===== src/rtl/uart_rx_param.sv =====
// UART receive engine: internal baud tick, oversampled majority-vote bit
// sampling, 5..9 data bits, optional parity, 1 or 2 stop bits, and a
// single-entry holding register with a valid/ready handshake.
module uart_rx_param #(
  parameter int unsigned CLOCK_RATE  = 100000000,
  parameter int unsigned BAUD_RATE   = 9600,
  parameter int unsigned OVERSAMPLE  = 16,
  parameter int unsigned DATA_BITS   = 8,
  parameter int unsigned PARITY_MODE = 0,
  parameter int unsigned STOP_BITS   = 1
) (
  input  logic                 clk,
  input  logic                 rst_n,
  input  logic                 rx_en,
  input  logic                 rxd,
  output logic [DATA_BITS-1:0] rx_data,
  output logic                 rx_valid,
  input  logic                 rx_ready,
  output logic                 frame_err,
  output logic                 parity_err,
  output logic                 overrun_err,
  output logic                 busy
);

  localparam int unsigned DIV_RAW = CLOCK_RATE / (BAUD_RATE * OVERSAMPLE);
  localparam int unsigned DIV     = (DIV_RAW < 1) ? 1 : DIV_RAW;
  localparam int unsigned DIV_W   = (DIV > 1) ? $clog2(DIV) : 1;
  localparam int unsigned SAMP_W  = $clog2(OVERSAMPLE);
  localparam int unsigned BIT_W   = $clog2(DATA_BITS + 1);

  localparam logic [DIV_W-1:0]  DIV_LAST  = DIV_W'(DIV - 1);
  localparam logic [DIV_W-1:0]  DIV_ONE   = DIV_W'(1);
  localparam logic [SAMP_W-1:0] SAMP_A    = SAMP_W'(OVERSAMPLE / 2 - 1);
  localparam logic [SAMP_W-1:0] SAMP_B    = SAMP_W'(OVERSAMPLE / 2);
  localparam logic [SAMP_W-1:0] SAMP_C    = SAMP_W'(OVERSAMPLE / 2 + 1);
  localparam logic [SAMP_W-1:0] SAMP_LAST = SAMP_W'(OVERSAMPLE - 1);
  localparam logic [SAMP_W-1:0] SAMP_ONE  = SAMP_W'(1);
  localparam logic [BIT_W-1:0]  BIT_LAST  = BIT_W'(DATA_BITS);
  localparam logic [BIT_W-1:0]  BIT_ONE   = BIT_W'(1);
  localparam logic              STOP_LAST = (STOP_BITS == 2);
  localparam logic              ODD_PAR   = (PARITY_MODE == 2);
  localparam logic              HAS_PAR   = (PARITY_MODE != 0);

  typedef enum logic [2:0] {
    ST_IDLE,
    ST_START,
    ST_DATA,
    ST_PARITY,
    ST_STOP
  } state_t;

  state_t                state_q, state_d;
  logic [DIV_W-1:0]      div_q, div_d;
  logic [SAMP_W-1:0]     samp_q, samp_d;
  logic [BIT_W-1:0]      bit_cnt_q, bit_cnt_d;
  logic                  stop_cnt_q, stop_cnt_d;
  logic                  s_a_q, s_a_d;
  logic                  s_b_q, s_b_d;
  logic [DATA_BITS-1:0]  shreg_q, shreg_d;
  logic                  par_flag_q, par_flag_d;
  logic                  frm_flag_q, frm_flag_d;

  logic                  meta_q, sync_q, prev_q;

  logic [DATA_BITS-1:0]  rx_data_q, rx_data_d;
  logic                  rx_valid_q, rx_valid_d;
  logic                  fe_q, fe_d;
  logic                  pe_q, pe_d;
  logic                  ovr_q, ovr_d;

  logic                  tick;
  logic                  at_a, at_b, decide, bit_end;
  logic                  maj;
  logic                  fall;
  logic                  par_exp;
  logic                  done;

  assign tick    = (div_q == DIV_LAST);
  assign at_a    = tick && (samp_q == SAMP_A);
  assign at_b    = tick && (samp_q == SAMP_B);
  assign decide  = tick && (samp_q == SAMP_C);
  assign bit_end = tick && (samp_q == SAMP_LAST);
  assign maj     = (s_a_q & s_b_q) | (s_a_q & sync_q) | (s_b_q & sync_q);
  assign fall    = prev_q & ~sync_q;
  assign par_exp = (^shreg_q) ^ ODD_PAR;

  // Line synchronizer and falling-edge history; preset high to match an idle line.
  always_ff @(posedge clk) begin
    if (!rst_n) begin
      meta_q <= 1'b1;
      sync_q <= 1'b1;
      prev_q <= 1'b1;
    end else begin
      meta_q <= rxd;
      sync_q <= meta_q;
      prev_q <= sync_q;
    end
  end

  // Frame state machine, tick/sample counters and shift register.
  always_ff @(posedge clk) begin
    if (!rst_n) begin
      state_q    <= ST_IDLE;
      div_q      <= '0;
      samp_q     <= '0;
      bit_cnt_q  <= '0;
      stop_cnt_q <= 1'b0;
      s_a_q      <= 1'b1;
      s_b_q      <= 1'b1;
      shreg_q    <= '0;
      par_flag_q <= 1'b0;
      frm_flag_q <= 1'b0;
    end else begin
      state_q    <= state_d;
      div_q      <= div_d;
      samp_q     <= samp_d;
      bit_cnt_q  <= bit_cnt_d;
      stop_cnt_q <= stop_cnt_d;
      s_a_q      <= s_a_d;
      s_b_q      <= s_b_d;
      shreg_q    <= shreg_d;
      par_flag_q <= par_flag_d;
      frm_flag_q <= frm_flag_d;
    end
  end

  // Next-state logic: counters idle at zero so bit phase starts at the detected edge.
  always_comb begin
    state_d    = state_q;
    bit_cnt_d  = bit_cnt_q;
    stop_cnt_d = stop_cnt_q;
    shreg_d    = shreg_q;
    par_flag_d = par_flag_q;
    frm_flag_d = frm_flag_q;
    s_a_d      = at_a ? sync_q : s_a_q;
    s_b_d      = at_b ? sync_q : s_b_q;
    done       = 1'b0;

    if (state_q == ST_IDLE) begin
      div_d  = '0;
      samp_d = '0;
    end else begin
      div_d  = tick ? '0 : div_q + DIV_ONE;
      samp_d = samp_q;
      if (tick) begin
        samp_d = (samp_q == SAMP_LAST) ? '0 : samp_q + SAMP_ONE;
      end
    end

    case (state_q)
      ST_IDLE: begin
        if (rx_en && fall) begin
          state_d    = ST_START;
          bit_cnt_d  = '0;
          stop_cnt_d = 1'b0;
          par_flag_d = 1'b0;
          frm_flag_d = 1'b0;
        end
      end
      ST_START: begin
        if (decide && maj) begin
          state_d = ST_IDLE;
        end else if (bit_end) begin
          state_d = ST_DATA;
        end
      end
      ST_DATA: begin
        if (decide) begin
          shreg_d   = {maj, shreg_q[DATA_BITS-1:1]};
          bit_cnt_d = bit_cnt_q + BIT_ONE;
        end
        if (bit_end && (bit_cnt_q == BIT_LAST)) begin
          state_d = HAS_PAR ? ST_PARITY : ST_STOP;
        end
      end
      ST_PARITY: begin
        if (decide && (maj != par_exp)) begin
          par_flag_d = 1'b1;
        end
        if (bit_end) begin
          state_d = ST_STOP;
        end
      end
      ST_STOP: begin
        if (decide) begin
          if (!maj) begin
            frm_flag_d = 1'b1;
          end
          // The last stop bit completes the frame at its decision tick, not at
          // bit end, so a following start edge can be caught mid-stop-bit.
          if (stop_cnt_q == STOP_LAST) begin
            done    = 1'b1;
            state_d = ST_IDLE;
          end else begin
            stop_cnt_d = 1'b1;
          end
        end
      end
      default: state_d = ST_IDLE;
    endcase

    if (!rx_en && (state_q != ST_IDLE)) begin
      state_d = ST_IDLE;
      done    = 1'b0;
    end
  end

  // Holding register, status flags and overrun pulse.
  always_ff @(posedge clk) begin
    if (!rst_n) begin
      rx_data_q  <= '0;
      rx_valid_q <= 1'b0;
      fe_q       <= 1'b0;
      pe_q       <= 1'b0;
      ovr_q      <= 1'b0;
    end else begin
      rx_data_q  <= rx_data_d;
      rx_valid_q <= rx_valid_d;
      fe_q       <= fe_d;
      pe_q       <= pe_d;
      ovr_q      <= ovr_d;
    end
  end

  // Load a completed frame when the slot is free or being read; otherwise drop it.
  always_comb begin
    rx_data_d  = rx_data_q;
    rx_valid_d = rx_valid_q;
    fe_d       = fe_q;
    pe_d       = pe_q;
    ovr_d      = 1'b0;
    if (done) begin
      if (!rx_valid_q || rx_ready) begin
        rx_data_d  = shreg_q;
        fe_d       = frm_flag_d;
        pe_d       = par_flag_q;
        rx_valid_d = 1'b1;
      end else begin
        ovr_d = 1'b1;
      end
    end else if (rx_valid_q && rx_ready) begin
      rx_valid_d = 1'b0;
    end
  end

  assign rx_data     = rx_data_q;
  assign rx_valid    = rx_valid_q;
  assign frame_err   = fe_q;
  assign parity_err  = pe_q;
  assign overrun_err = ovr_q;
  assign busy        = (state_q != ST_IDLE);

endmodule


===== config.mk =====
export PLATFORM = sky130hd
export DESIGN_NAME = uart_rx_param
export DESIGN_NICKNAME = d
export VERILOG_FILES = /design/src/rtl/uart_rx_param.sv
export SDC_FILE = /design/constraint.sdc
export NUM_CORES = 1
export LEC_CHECK = 0
export BUFFER_PORTS_ARGS = -buffer_cell sky130_fd_sc_hd__buf_2
export CAP_MARGIN = 20
export CORE_ASPECT_RATIO = 0.8
export CORE_UTILIZATION = 50
export CTS_CLUSTER_SIZE = 30
export DETAILED_ROUTE_END_ITERATION = 10
export PLACE_DENSITY = 0.81
export SETUP_SLACK_MARGIN = 0.3
export SYNTH_ARGS = -nofsm -noshare
export SYNTH_HDL_FRONTEND = slang
export SYNTH_SLANG_ARGS = --single-unit

===== constraint.sdc =====
create_clock -name clk -period 2.3 [get_ports clk]
set_clock_uncertainty 0.15 [all_clocks]
set_input_delay 0.345 -clock clk [delete_from_list [all_inputs] [get_ports clk]]
set_output_delay 0.345 -clock clk [all_outputs]
set_load 0.02 [all_outputs]

Word-level counts from Yosys, hierarchy flattened
Cells that the tools add are included.
{"block": "classes", "n_reduce_logical": 31, "shifts": 0, "eq_ne": 20, "add_sub_neg": 3, "n_bitwise": 8, "mul": 0, "div_mod_pow": 0, "magnitude_cmp": 0, "mux": 30}
{"operator": "$mux 3", "count": 7}
{"operator": "$eq 4x4->1 const B", "count": 4}
{"operator": "$mux 1", "count": 15}
{"operator": "$pmux 3 s5", "count": 1}
{"operator": "$mux 4", "count": 3}
{"operator": "$ne 2x2->1 const B", "count": 6}
{"operator": "$add 10x1->10 const B", "count": 1}
{"operator": "$eq 10x10->1 const B", "count": 1}
{"operator": "$logic_and 1x1->1", "count": 10}
{"operator": "$reduce_and 3->1", "count": 3}
{"operator": "$add 4x1->4 const B", "count": 2}
{"operator": "$pmux 4 s2", "count": 1}
{"operator": "$reduce_and 2->1", "count": 4}
{"operator": "$reduce_bool 2->1", "count": 4}
{"operator": "$reduce_xor 8->1", "count": 1}
{"operator": "$eq 3x2->1 const B", "count": 2}
{"operator": "$pmux 1 s2", "count": 3}
{"operator": "$reduce_and 6->1", "count": 1}
{"operator": "$and 1x1->1", "count": 4}
{"operator": "$eq 4x3->1 const B", "count": 1}
{"operator": "$ne 2x1->1 const B", "count": 2}
{"operator": "$reduce_or 2->1", "count": 2}
{"operator": "$eq 3x1->1 const B", "count": 1}
{"operator": "$eq 3x3->1 const B", "count": 1}
{"operator": "other kinds (9)", "count": 12}
{"block": "word_totals", "out_inout_bits": 13, "mem_bits_rw": 0, "latch_bits": 0, "mem_count": 0, "reg_bits": 49, "rom_bits": 0, "wordCells": 110, "input_bits": 5}

Logic depth before layout (Yosys ltp)
Gate-level depths: netlist of run 1.
{"block": "depth", "depth_word": 7, "mapped_depth": 8, "mapped_depth_nobuf": 7}

Worst setup path after synthesis of run 1
No wires, ideal clock.
{"block": "synth_path", "path_type": "register -> register", "start": "register samp_q[0]", "end": "register rx_data_q[0] (netlist: rx_data[0])", "stages_incl_launch_ff": 8, "path_buffers": 1, "setup_slack_ns": 0.507, "required_ns": 2.034, "setup_time_ns": 0.116, "synth_period_minus_slack_ns": 1.793, "arrival_ns": 1.526, "path_cell_list": "dfxtp_1 > ha_1 > and3b_1 > nand4_2 > nor3_4 > buf_6 > mux2i_1 > nor2b_1"}
{"block": "synth_between", "elab_chain_len": 6}
{"item": "from (decl)", "line_no": "54", "rtl": "logic [SAMP_W-1:0] samp_q, samp_d;"}
{"item": "from (signal assigned)", "line_no": "116", "rtl": "samp_q <= samp_d;"}
{"item": "$eq 4x4->1", "line_no": "81", "rtl": "assign decide = tick && (samp_q == SAMP_C);"}
{"item": "$logic_and 1x1->1", "line_no": "81"}
{"item": "$mux 1", "line_no": "185", "rtl": "if (decide) begin"}
{"item": "$mux 1", "line_no": "150", "rtl": "case (state_q)"}
{"item": "$mux 1", "line_no": "202", "rtl": "if (!rx_en && (state_q != ST_IDLE)) begin"}
{"item": "$reduce_and 2->1 (no source line)"}
{"item": "to (signal assigned)", "line_no": "217", "rtl": "rx_data_q <= rx_data_d;"}
{"item": "to (decl)", "line_no": "65", "rtl": "logic [DATA_BITS-1:0] rx_data_q, rx_data_d;"}
Every way passes these cells.
A chain may end at the register's enable or synchronous reset.

Final worst setup path of run 1
{"block": "layout_path", "start": "register div_q[0]", "end": "register state_q[1]"}
{"block": "layout_between", "elab_chain_len": 5, "elab_cells_between_ends": 12, "cone_classes": "eq/ne: 5; mux: 2; reduce/logical: 5"}
{"item": "from (decl)", "line_no": "53", "rtl": "logic [DIV_W-1:0] div_q, div_d;"}
{"item": "from (signal assigned)", "line_no": "115", "rtl": "div_q <= div_d;"}
{"item": "$eq 10x10->1 (*)", "line_no": "78", "rtl": "assign tick = (div_q == DIV_LAST);"}
{"item": "$logic_and 1x1->1, on equally long branches", "line_no": "81, 82"}
{"item": "$logic_and 1x1->1, on equally long branches", "line_no": "161, 172"}
{"item": "$ne 3x3->1 (no source line) (tied with other cells)"}
{"item": "$reduce_and 6->1 (no source line) or $pmux 3 s5 (tied branches)"}
{"item": "to (signal assigned)", "line_no": "114", "rtl": "state_q <= state_d;"}
{"item": "to (decl)", "line_no": "52", "rtl": "state_t state_q, state_d;"}
Every way passes the cells marked *; elsewhere a longest branch is shown, timed or not.

==> results.py, run 1 <==
metrics = {
    "run_status": {
        "status": "finished, final reports clean",
    },
    "worst_setup_path": {
        "crit_end": "state_q[1]$_SDFFE_PP0P_",
        "cpPeakStageDelay_ns": 0.36,
        "crit_path_cell_trace": "inv_1 -> ha_1 -> and3b_1 -> nand3_1 -> or2_1 -> nand3b_1 -> a21oi_1",
        "startpoint": "div_q[0]$_SDFF_PP0_",
        "r2r_end": "state_q[1]$_SDFFE_PP0P_",
        "start_kind": "flop",
        "crit_type": "reg2reg",
        "reg2reg_depth": 7,
        "reg2reg_setup_slack_ns": 0.40,
        "cp_slowest_cell": "dfxtp_1",
        "r2r_start": "div_q[0]$_SDFF_PP0_",
        "critPathArrivalTime_ns": 1.99,
        "required_ns": 2.39,
        "end_kind": "flop",
        "cp_max_fo": 6,
    },
    "clock_network": {
        "htreeDepth": 2,
        "cts.clk_slew.worst_paths_ns": 0.09,
        "clock-sinks": 48,
        "clock_path_buffers": 2,
        "cts_setup_buffers": 0,
        "cts_tree": "done",
        "clock_latency_ns": 0.31,
        "cts-root-buf": "clkbuf_8",
        "numCtsBuffers": 5,
    },
    "floorplanning": {
        "initial_core_util_pct": 54.6,
        "dieArea_mm2": 0.00458,
        "fp.dieW_um": 75.4,
        "rows": 20,
        "core_mm2": 0.00395,
        "chipHeight_um": 60.7,
        "io_pins": 18,
    },
    "cells_and_area": {
        "final_cells": 308,
        "drive_gt1_share_pct": 14.6,
        "areaGrowthSynthToFinish_pct": 12.8,
        "nFillCells": 350,
        "multiInputGateArea_mm2": 0.00114,
        "layout_common_cells": "dfxtp_1, nand2_1, nor2_1",
        "postLayoutCoreUtil_pct": 61.6,
        "regArea_um2": 961,
        "layout.nets": 264,
        "layout_commonest_cell": "dfxtp_1",
        "num_antenna_cells": 0,
    },
    "route": {
        "postRouteAntennaNets": 0,
        "post_drt_via_cell_ratio": 5.20,
        "totalWireLength_um": 3850,
        "drt-pass1-iter-count": 4,
        "drt_iter0_drc": 123,
        "wl_per_cell_um": 12.5,
        "post-route-drc-count": 0,
        "num_vias": 1602,
    },
    "synth": {
        "synth_area_mm2": 0.00216,
        "synth_top_area_share_pct": 44.5,
        "yosys.area_share.simple_pct": 26.7,
        "yosysWarnings": 0,
        "synth_nets": 242,
        "synth_cells": 230,
        "synth-seq-cells": 48,
        "async_reset_ff_share_pct": 0,
        "synthMuxAreaShare_pct": 5.57,
        "synth_ff_type": "dfxtp_1",
        "synth_area_per_cell_um2": 9.38,
        "synth-xor-area-share_pct": 9.16,
        "yosysSeqAreaShare_pct": 44.5,
        "synth_top_area_cell": "dfxtp_1",
        "synth_top_family_by_area": "simple AND/OR/NAND/NOR gates",
        "synth_edf_count": 0,
        "netlist_top_cells_area": "dfxtp_1, mux2i_1, xnor2_1, nand2_1, ha_1",
        "synth-compound-area-share_pct": 6.38,
        "synth_cell_types": 40,
        "synthAdderAreaFrac_pct": 4.52,
    },
    "sta": {
        "hold_violations": 0,
        "tightest_slew_ns": 0.350,
        "setup_viol": 0,
        "min_period_ns": 1.90,
        "slew_headroom_pct": 76.6,
        "final_max_slew_viol_count": 0,
        "rsz0062_at_grt": "yes",
        "fin_crit_sh_pct": 82.5,
        "tns_ns": 0,
        "timing.fmax_ghz": 0.527,
    },
    "run": {
        "max_cap_viol_count": 0,
    },
    "min_path": {
        "hold_path.class": "in2reg",
    },
    "global_routing": {
        "grt_pass1_wl_um": 6660,
        "grt_max_degree": 21,
        "overflow": 0,
        "first_global_vias": 1484,
        "gr-usage-all-layers_pct": 19.7,
        "grt_antenna_before_repair": 0,
    },
    "placed_design": {
        "hpwl_um": 2750,
        "dp_cells": 299,
        "io_buffers": 17,
        "globalplace.congestion": 0.821,
    },
    "pwr": {
        "combinationalPowerShare_pct": 1.9,
        "ir_worst_vdd_mv": 0.360,
        "p_sw_uw": 310,
        "swShare_pct": 21.0,
        "p_leak_uw": 0.000907,
        "pwr-share-seq_pct": 56.6,
        "power_uw": 1480,
        "p_per_area_mw_per_mm2": 607,
        "p_int_uw": 1170,
        "p_clk_share_pct": 41.5,
    },
}
synthesized netlist by cell type (3+ instances only):
master / instances
nor2b_1: 13
xnor2_1: 12
clkbuf_1: 4
xor2_1: 8
a21oi_1: 3
ha_1: 7
nand2_1: 27
mux2i_1: 12
nand2b_1: 3
nand3_1: 16
nand4_1: 3
nor2_1: 20
dfxtp_1: 48
and3_1: 3
inv_1: 8
nor3_1: 4
a21boi_0: 9
through the flow:
stage	hold slack [ns]	instance area [um2]	setup slack, ns
after CTS	0.0593	2420	0.344
after global routing	0.0572	2430	0.242
final	0.0584	2430	0.403
after global placement	0.242	2300	0.365
after floorplan	0.236	2160	0.507
after detailed placement	0.245	2300	0.351
cell families after synthesis:
logic type	Yosys count
fa+ha+maj	8
buf+inv	15
mux	12
xor+xnor	21
compound gates	20
flops	48
simple gates	106
sequential cells by signal, indices dropped and copies added (netlist names):
register and count:
div_q 10, rx_data 8, shreg_q 8, bit_cnt_q 4, samp_q 4, state_q 3, frame_err 1, frm_flag_q 1
meta_q 1, overrun_err 1, par_flag_q 1, parity_err 1, prev_q 1, rx_valid 1, s_a_q 1, s_b_q 1
sync_q 1
power by group through the flow:
stage	registers, uW	logic [uW]	clock network [uW]
2_1_floorplan	855	18.5	0
3_3_place_gp	855	28.5	0
3_5_place_dp	855	28.2	0
4_1_cts	836	28.2	625
5_1_grt	837	31.4	672
6_report	836	28.4	613
critical path: cells and delay by family, from the launching register on:
kind	cells	cell delay, ns
flip-flops	1	0.36
AND/OR/NAND/NOR	4	0.96
adder cells (fa/ha/maj)	1	0.15
AO/OA/AOI/OAI	1	0.15
buffers and inverters	1	0.07
how the worst min path moves through the flow:
stage                     depth (start not counted)               from           endpoint  slack (ns)
after detailed placement                          1  meta_q$_SDFF_PN1_  sync_q$_SDFF_PN1_        0.25
after CTS                                         2                rxd  meta_q$_SDFF_PN1_        0.06
after floorplan                                   1  meta_q$_SDFF_PN1_  sync_q$_SDFF_PN1_        0.24
after global routing                              2                rxd  meta_q$_SDFF_PN1_        0.06
after global placement                            1  meta_q$_SDFF_PN1_  sync_q$_SDFF_PN1_        0.24
final                                             2                rxd  meta_q$_SDFF_PN1_        0.06
final cells by class:
cell class | count | share of cell area (%)
Multi-Input combinational cell | 167 | 46.7
Sequential cell | 48 | 39.5
Timing Repair Buffer | 22 | 5.19
Clock buffer | 5 | 2.83
Tap cell | 55 | 2.83
Clock inverter | 3 | 1.75
Inverter | 8 | 1.23
per-layer routing:
metal / vias up / track usage, % / share of wire, %
met5: - / 0 / 0
met1: 745 / 27.9 / 53
met2: 35 / 27.9 / 41
li1: 815 / - / -
met4: 0 / 10.3 / 1.7
met3: 7 / 4.49 / 3.8
what timing repair did:
item	4_1_cts	5_1_grt
gates resized for setup	0	5
hold buffers	0	0
endpoints found under the setup margin	0	20
No activity file was read; power rests on OpenSTA's default activity.
==> inputs of run 2 (changes only) <==
--- a/config.mk
+++ b/config.mk
@@ -11,7 +11,7 @@
 export CORE_UTILIZATION = 50
 export CTS_CLUSTER_SIZE = 30
 export DETAILED_ROUTE_END_ITERATION = 10
-export PLACE_DENSITY = 0.81
+export PLACE_DENSITY = 0.83
 export SETUP_SLACK_MARGIN = 0.3
 export SYNTH_ARGS = -nofsm -noshare
 export SYNTH_HDL_FRONTEND = slang
==> constraint.sdc (replaced) <==
create_clock -name clk -period 1.69 [get_ports clk]
set_clock_uncertainty 0.15 [all_clocks]
set_input_delay 0.2535 -clock clk [delete_from_list [all_inputs] [get_ports clk]]
set_output_delay 0.2535 -clock clk [all_outputs]
set_load 0.02 [all_outputs]
==> run 2 against run 1 <==
  * The flow now finishes with violations (setup timing)
  * Flip-flop and latch count unchanged
  * Worst hold slack improved by 0.0073 ns
  * Die area unchanged
==> results.py, run 2 (synthesis results as in run 1) <==
metrics = {
    "run_status": {
        "status": "finished, violations left",
        "violations": "setup timing",
    },
    "sta": {
        "final_max_slew_viol_count": 0,
        "rsz0062_at_grt": "yes",
        "tightest_slew_ns": 0.389,
        "whs_ns": 0.0658,
        "fin_crit_sh_pct": 122,
        "fin_ws_ns": -0.367,
        "slew_headroom_pct": 73.8,
        "min_period_ns": 2.06,
        "timing.fmax_ghz": 0.486,
        "hold_violations": 0,
        "tns_ns": -5.37,
        "setup_viol": 33,
    },
    "cells_and_area": {
        "layout_commonest_cell": "buf_4",
        "largest_reg_flops": 10,
        "num_antenna_cells": 0,
        "regArea_um2": 978,
        "areaGrowthSynthToFinish_pct": 41.0,
        "final_cells": 353,
        "layout_common_cells": "buf_4, dfxtp_1, nor2_1",
        "multiInputGateArea_mm2": 0.00136,
        "layout.nets": 310,
        "largest_register": "div_q",
        "drive_gt1_share_pct": 45.0,
        "nFillCells": 256,
    },
    "run": {
        "max_cap_viol_count": 0,
    },
    "floorplanning": {
        "dieArea_mm2": 0.00458,
        "chipHeight_um": 60.7,
        "rows": 20,
        "core_mm2": 0.00395,
        "fp.dieW_um": 75.4,
        "io_pins": 18,
        "initial_core_util_pct": 54.6,
    },
    "worst_setup_path": {
        "crit_end": "state_q[1]$_SDFFE_PP0P_",
        "reg2reg_depth": 6,
        "r2r_start": "div_q[5]$_SDFF_PP0_",
        "start_kind": "flop",
        "cp_slowest_cell": "dfxtp_2",
        "cp.depth": 6,
        "crit_path_cell_trace": "nor4b_4 -> buf_4 -> nand3_2 -> or2_4 -> o21ai_0 -> a21oi_1",
        "critPathArrivalTime_ns": 2.10,
        "cp_top_family": "simple AND/OR/NAND/NOR gates",
        "cpPeakStageDelay_ns": 0.37,
        "startpoint": "div_q[5]$_SDFF_PP0_",
        "reg2reg_setup_slack_ns": -0.37,
        "end_kind": "flop",
        "required_ns": 1.73,
        "r2r_end": "state_q[1]$_SDFFE_PP0P_",
        "crit_type": "reg2reg",
        "worst-path-buf-inv": 1,
        "cp_max_fo": 6,
    },
    "clock_network": {
        "clock_latency_ns": 0.30,
        "cts-root-buf": "clkbuf_8",
        "cts_tree": "done",
        "numCtsBuffers": 5,
        "cts.clk_slew.worst_paths_ns": 0.09,
        "htreeDepth": 2,
        "clock_path_buffers": 2,
        "clock-sinks": 48,
    },
    "min_path": {
        "hold_path.class": "in2reg",
    },
    "global_routing": {
        "met2_usage_pct": 46.6,
        "grt_pass1_wl_um": 9560,
        "gr-usage-all-layers_pct": 29.0,
        "use_met1_pct": 38.1,
        "overflow": 0,
        "grt_antenna_before_repair": 0,
        "met3_usage_pct": 6.98,
        "busiest_layer": "met2",
        "grt_max_degree": 19,
        "first_global_vias": 1915,
    },
    "route": {
        "num_vias": 2018,
        "post-route-drc-count": 0,
        "wl_per_cell_um": 18.6,
        "totalWireLength_um": 6580,
        "drt_iter0_drc": 172,
        "post_drt_via_cell_ratio": 5.72,
        "postRouteAntennaNets": 0,
        "drt-pass1-iter-count": 7,
    },
    "placed_design": {
        "hpwl_um": 3170,
        "io_buffers": 17,
        "dp_cells": 331,
        "globalplace.congestion": 0.827,
    },
    "pwr": {
        "ir_worst_vdd_mv": 0.797,
        "p_per_area_mw_per_mm2": 639,
        "p_leak_uw": 0.00117,
    },
}
==> run 2: cell count changes in the layout (fill, tap and decap cells not counted), sizes merged <==
cell / change
clkinv: -1
clkinvlp: -1
dlygate4sd3: +1
clkbuf: +2
bufinv: -1
buf: +43
nand2: +2
==> run 2: what timing repair did <==
action                                  in CTS  in global routing
resized for setup                           58                  8
pin swaps                                   33                  3
endpoints found under the setup margin      46                 46
setup buffers                                8                  4
hold buffers                                 1                  0
gates cloned                                 2                  0
endpoints found under the hold margin        1                  0
==> run 2: cell type report <==
| type | count | area share [%] |
|---|---|---|
| inverter | 8 | 0.987 |
| clock buffer | 7 | 3.17 |
| tap | 55 | 2.26 |
| multi-input combinational | 169 | 44.7 |
| sequential | 48 | 32.2 |
| timing repair buffer | 66 | 16.7 |
==> run 2: metal layers <==
metal,part of all wire (%),vias up,routed length [um]
li1,-,911,-
met1,43,937,2820
met2,44,122,2920
met3,7.1,48,469
met4,5.6,0,367
met5,0,-,0
==> run 2: worst min-delay path by stage <==
stage                           start                       to  cells past startpoint
CTS                             rx_en  state_q[1]$_SDFFE_PP0P_                      3
finish                          rx_en  state_q[1]$_SDFFE_PP0P_                      3
global route                    rx_en  state_q[1]$_SDFFE_PP0P_                      3
floorplan                         rxd        meta_q$_SDFF_PN1_                      1
global placement    meta_q$_SDFF_PN1_        sync_q$_SDFF_PN1_                      1
detailed placement  meta_q$_SDFF_PN1_        sync_q$_SDFF_PN1_                      1
==> run 2: report_power, final <==
part           switching [uW]  internal (uW)  leakage [uW]
sequential               2.46           1130      0.000393
combinational            37.7           28.4      0.000726
clock                     377            365     0.0000503
==> run 2: worst min-delay path: cells and delay by family <==
| family | cells | cell delay, ns |
|---|---|---|
| AOI/OAI and AO/OA | 1 | 0.04 |
| and+or+nand+nor | 1 | 0.07 |
| buffers and inverters | 1 | 0.13 |
==> run 2: metrics by stage <==
| stage | setup slack [ns] | util, % | cell area, um2 | total power, uW |
|---|---|---|---|---|
| floorplan | 0.00267 | - | 2210 | 1190 |
| global placement | -0.0814 | 65.8 | 2600 | 1210 |
| detailed placement | -0.139 | 65.8 | 2600 | 1210 |
| CTS | -0.0907 | 75.4 | 2980 | 1930 |
| global route | -0.452 | 76.9 | 3040 | 1990 |
| finish | -0.367 | 76.9 | 3040 | 1940 |
